**src/rtl/alu_operand_grf_pkg.sv**
```systemverilog
// Shared widths and ALU opcode constants for the operand-issue stage.
// Used by alu_operand_grf and grf_core; optional feature macro: GRF_BYPASS_EN.
package alu_operand_grf_pkg;

   localparam int DATA_W = 32;
   localparam int ADDR_W = 5;
   localparam int OP_W   = 3;

   typedef enum logic [OP_W-1:0] {
      ALU_ADD = 3'd0,
      ALU_SUB = 3'd1,
      ALU_AND = 3'd2,
      ALU_OR  = 3'd3,
      ALU_SRL = 3'd4,
      ALU_SRA = 3'd5
   } alu_op_e;

   function automatic logic is_zero_idx(input logic [ADDR_W-1:0] idx);
      return (idx == '0);
   endfunction

endpackage

```
**src/rtl/alu_operand_grf_core.sv**
```systemverilog
// grf_core: 32-entry register array, two combinational read ports, one write port.
// Register 0 reads as zero; GRF_BYPASS_EN forwards same-cycle write data to the reads.
module grf_core
   import alu_operand_grf_pkg::*;
(
   input  logic              clk,
   input  logic              reset,
   input  logic              we,
   input  logic [ADDR_W-1:0] wa,
   input  logic [DATA_W-1:0] wd,
   input  logic [ADDR_W-1:0] ra,
   input  logic [ADDR_W-1:0] rb,
   output logic [DATA_W-1:0] rd_a,
   output logic [DATA_W-1:0] rd_b
);

   localparam int DEPTH = 2 ** ADDR_W;

   logic [DATA_W-1:0] regs [DEPTH];
   logic              wr_live;

   assign wr_live = we && !is_zero_idx(wa);

   always_ff @(posedge clk or posedge reset) begin
      if (reset) begin
         for (int i = 0; i < DEPTH; i++) regs[i] <= '0;
      end else if (wr_live) begin
         regs[wa] <= wd;
      end
   end

   always_comb begin
      rd_a = is_zero_idx(ra) ? '0 : regs[ra];
      rd_b = is_zero_idx(rb) ? '0 : regs[rb];
`ifdef GRF_BYPASS_EN
      // wr_live already excludes index 0, so the zero register is never forwarded
      if (wr_live && (wa == ra)) rd_a = wd;
      if (wr_live && (wa == rb)) rd_b = wd;
`endif
   end

endmodule

```
**src/rtl/alu_operand_grf.sv**
```systemverilog
// Operand-issue stage: reads two registers on accept and holds them for the ALU
// behind a valid/ready handshake. Optional same-cycle bypass: GRF_BYPASS_EN.
module alu_operand_grf
   import alu_operand_grf_pkg::*;
(
   input  logic              clk,
   input  logic              reset,
   input  logic              in_valid,
   output logic              in_ready,
   input  logic [ADDR_W-1:0] rs_addr,
   input  logic [ADDR_W-1:0] rt_addr,
   input  logic [OP_W-1:0]   op_in,
   input  logic              we,
   input  logic [ADDR_W-1:0] wa,
   input  logic [DATA_W-1:0] wd,
   output logic              out_valid,
   input  logic              out_ready,
   output logic [DATA_W-1:0] A,
   output logic [DATA_W-1:0] B,
   output logic [OP_W-1:0]   ALUOp
);

   logic [DATA_W-1:0] rd_a;
   logic [DATA_W-1:0] rd_b;
   logic              accept;

   grf_core u_grf_core (
      .clk   (clk),
      .reset (reset),
      .we    (we),
      .wa    (wa),
      .wd    (wd),
      .ra    (rs_addr),
      .rb    (rt_addr),
      .rd_a  (rd_a),
      .rd_b  (rd_b)
   );

   assign in_ready = !out_valid || out_ready;
   assign accept   = in_valid && in_ready;

   // Operands are captured once; later writes never touch an issued pair.
   always_ff @(posedge clk or posedge reset) begin
      if (reset) begin
         out_valid <= 1'b0;
         A         <= '0;
         B         <= '0;
         ALUOp     <= '0;
      end else if (accept) begin
         out_valid <= 1'b1;
         A         <= rd_a;
         B         <= rd_b;
         ALUOp     <= op_in;
      end else if (out_ready) begin
         out_valid <= 1'b0;
      end
   end

endmodule

```
**config.mk**
```make
export PLATFORM = sky130hd
export DESIGN_NAME = alu_operand_grf
export DESIGN_NICKNAME = d
export VERILOG_FILES = /design/src/rtl/alu_operand_grf_pkg.sv /design/src/rtl/alu_operand_grf_core.sv /design/src/rtl/alu_operand_grf.sv
export SDC_FILE = /design/constraint.sdc
export NUM_CORES = 2
export LEC_CHECK = 0
export CORE_ASPECT_RATIO = 1.75
export CORE_MARGIN = 2
export CORE_UTILIZATION = 55
export DETAILED_ROUTE_END_ITERATION = 6
export PLACE_DENSITY_LB_ADDON = 0.05
export SLEW_MARGIN = 30
export SYNTH_ARGS = -nofsm -noshare
export SYNTH_HDL_FRONTEND = slang
export SYNTH_HIERARCHICAL = 1
export SYNTH_SLANG_ARGS = --single-unit
export TNS_END_PERCENT = 1
```
**constraint.sdc**
```tcl
create_clock -name clk -period 50.7 [get_ports clk]
set_clock_uncertainty 0.05 [all_clocks]
set_input_delay 12.675 -clock clk [delete_from_list [all_inputs] [get_ports clk]]
set_output_delay 12.675 -clock clk [all_outputs]
set_load 0.01 [all_outputs]
```
==> qor.csv <==
metric,value,unit
avgSynthCellArea,14.9,sq um
tightest_slew,1100,ps
antenna_found_initial,11,
synth_top_area_share,47.8,%
cp_cell_sequence,clkdlybuf4s50_1 > nand2b_4 > clkdlybuf4s50_1,
vdd_drop_max,0.0000287,V
final_cell_area,62600,sq um
synth.net_count,3879,
critPathArrivalTime,13800,ps
dieHeight,430,um
synth_area_leaders,"dfrtp_1 (48%), mux2_2 (21%), mux4_2 (16%)",
critical_path.max_stage_delay,530,ps
power_density,40.6,nW/um^2
fin_crit,26520,ps
power_leakage,0.0272,uW
finalSetupTns,0,ps
startpoint,out_ready,
vias_per_cell,7.22,
final_cell_mix,"dfrtp_1 (1092), mux2_2 (1071), mux4_2 (402)",
cts_root_buffer,clkbuf_16,
dr.first_iter.drc_count,3764,
hold_buffers,0,
setup.worst_path.end_class,output pin,
grt_overflow,0,
htreeDepth,3,
final_common_cell,dfrtp_1,
rsz0062_at_grt,false,
vias,37100,
synthArstFlopShare,100,%
status,finished clean,
max_freq,0.0377,GHz
final_antenna_net_count,0,
synth_edf_count,0,
grt_first_pass_wirelength,277000,um
setup_viol,0,
drc,0,
gp_congestion,0.818,
clock_latency,720,ps
critPathLaunchType,input pin,
swShare,27.4,%
routed_wl,191000,um
hpwl,107000,um
yosysSeqAreaShare,47.8,%
clkTransAtPathRegs,70,ps
pre_cts_slack,24180,ps
firstDrtPassIters,7,
worstReg2RegStart,u_grf_core/regs[530]$_DFFE_PP0P_,
crit_type,input pin to output pin,
place_area,59000,sq um
cts_buffers,102,
switching_power,696,uW
clkPwrFrac,33.2,%
cts_buffer_depth,3,
synth_top_cell_by_area,dfrtp_1,
pwr-share-seq,46.3,%
die_x,248,um
cap_violations,0,
hold_violations,0,
grt_use_total,36.4,%
gr-max-usage-layer,met2,
grt_max_degree,194,
use_met1,46.9,%
drv_slew,0,
path_max_fanout,3,
cts_resized,0,
final_nets,3764,
portBuffers,123,
crit_required,37970,ps
cellInternalPower,1840,uW
row_count,156,
hp-start,u_grf_core/regs[1012]$_DFFE_PP0P_,
worstHoldPathType,flop to flop,
finalWorstSetupSlack,24180,ps
relSlewSlack,26.6,%
combPwrFrac,20.6,%
grt_util_met3,6.35,%
syn-instance-count,3824,
die_area,107000,sq um
slowest_stage,clkdlybuf4s50_1,
ys_seq_elements,1092,
ys_warn_count,6,
syn_area,57100,sq um
grt_pass1_vias,39600,
io_pins,124,
fin_crit_sh,52.3,%
layout-drive-gt1-share,49.0,%
cts_tree,yes,
initial_utilization,55.4,%
synth_flop_cell,dfrtp_1,
synth_cell_type_count,46,
coreArea,103000,sq um
crit_top_cell,clkdlybuf4s50_1,
wl_per_cell,37.2,um
cts_setup_buffers,0,
grt_util_met2,58.9,%
cts_sinks,1092,
synthToLayoutAreaGrowth,9.55,%
## layer usage
layer,part of all wire (%),wire (um),up-vias
met5,0.039,75,-
met4,5.7,10800,12
met3,7.4,14100,531
met2,49,93700,1790
met1,38,72000,20200
li1,-,-,14500
## logic make-up (layout without fill, tap and decap cells)
family                 Yosys count  in the layout  synth area share (%)
buffers and inverters          436            400                  3.57
DFF                           1092           1092                  47.8
and+or+nand+nor                203            203                  1.93
other                            0              2                     0
AOI/OAI and AO/OA              324            324                  4.25
muxes                         1769           1769                  42.4
## cell usage after synthesis, drive strengths merged (14+ instances only)
cell type	count
clkbuf	235
a211oi	43
o32ai	14
mux4	402
mux2	1101
a31oi	14
a22oi	73
and2	17
a21oi	34
nor3	46
o22ai	39
nor2	21
o221ai	27
nor2b	40
a2111oi	27
dfrtp	1092
nand2	39
mux2i	266
a22o	44
buf	198
## registers in the layout, indices dropped and copies added (netlist names)
signal and cells:
A 32, u_grf_core/regs 1024, B 32, ALUOp 3
out_valid 1
## power by group through the flow
stage,logic (uW),registers [uW],clock network [uW]
finish,522,1180,842
global route,556,1190,887
CTS,524,1170,855
detailed placement,522,1180,0
global placement,502,1160,0
floorplan,392,1140,0
## worst max-delay path, delay by kind of cell
kind	cells	cell delay, ps
buffers and inverters	2	990
AND/OR/NAND/NOR	1	140
## worst paths after layout
kind / to / slack, ps / cells after the start
worst max-delay path: in_ready / 24180 / 3
worst min-delay path: u_grf_core/regs[1012]$_DFFE_PP0P_ / 350 / 0
worst max register to register: A[18]$_DFFE_PP0P_ / 48150 / 5
worst min register to register: u_grf_core/regs[1012]$_DFFE_PP0P_ / 350 / 0
max in group asynchronous: u_grf_core/regs[517]$_DFFE_PP0P_ / 35320 / 5
min in group asynchronous: out_valid$_DFFE_PP0P_ / 12440 / 2
## per-stage QoR
| stage | hold WS, ps | power [uW] | std cells | utilization (%) |
|---|---|---|---|---|
| 6_report | 347 | 2540 | 5133 | 60.7 |
| 3_3_place_gp | 327 | 1670 | 4944 | 57.2 |
| 5_1_grt | 363 | 2630 | 5131 | 60.7 |
| 4_1_cts | 350 | 2550 | 5130 | 60.8 |
| 3_5_place_dp | 335 | 1710 | 4947 | 57.3 |
| 2_1_floorplan | 391 | 1530 | 3824 | - |
## final cells by class
class	instances	area [sq um]
inverter	3	21.3
clock inverter	38	612
antenna	2	5.00
multi-input combinational	2296	28000
timing repair buffer	214	1890
fill	7756	40500
clock buffer	145	3040
sequential	1092	27300
tap	1343	1680
(Power assumes the default switching activity.)
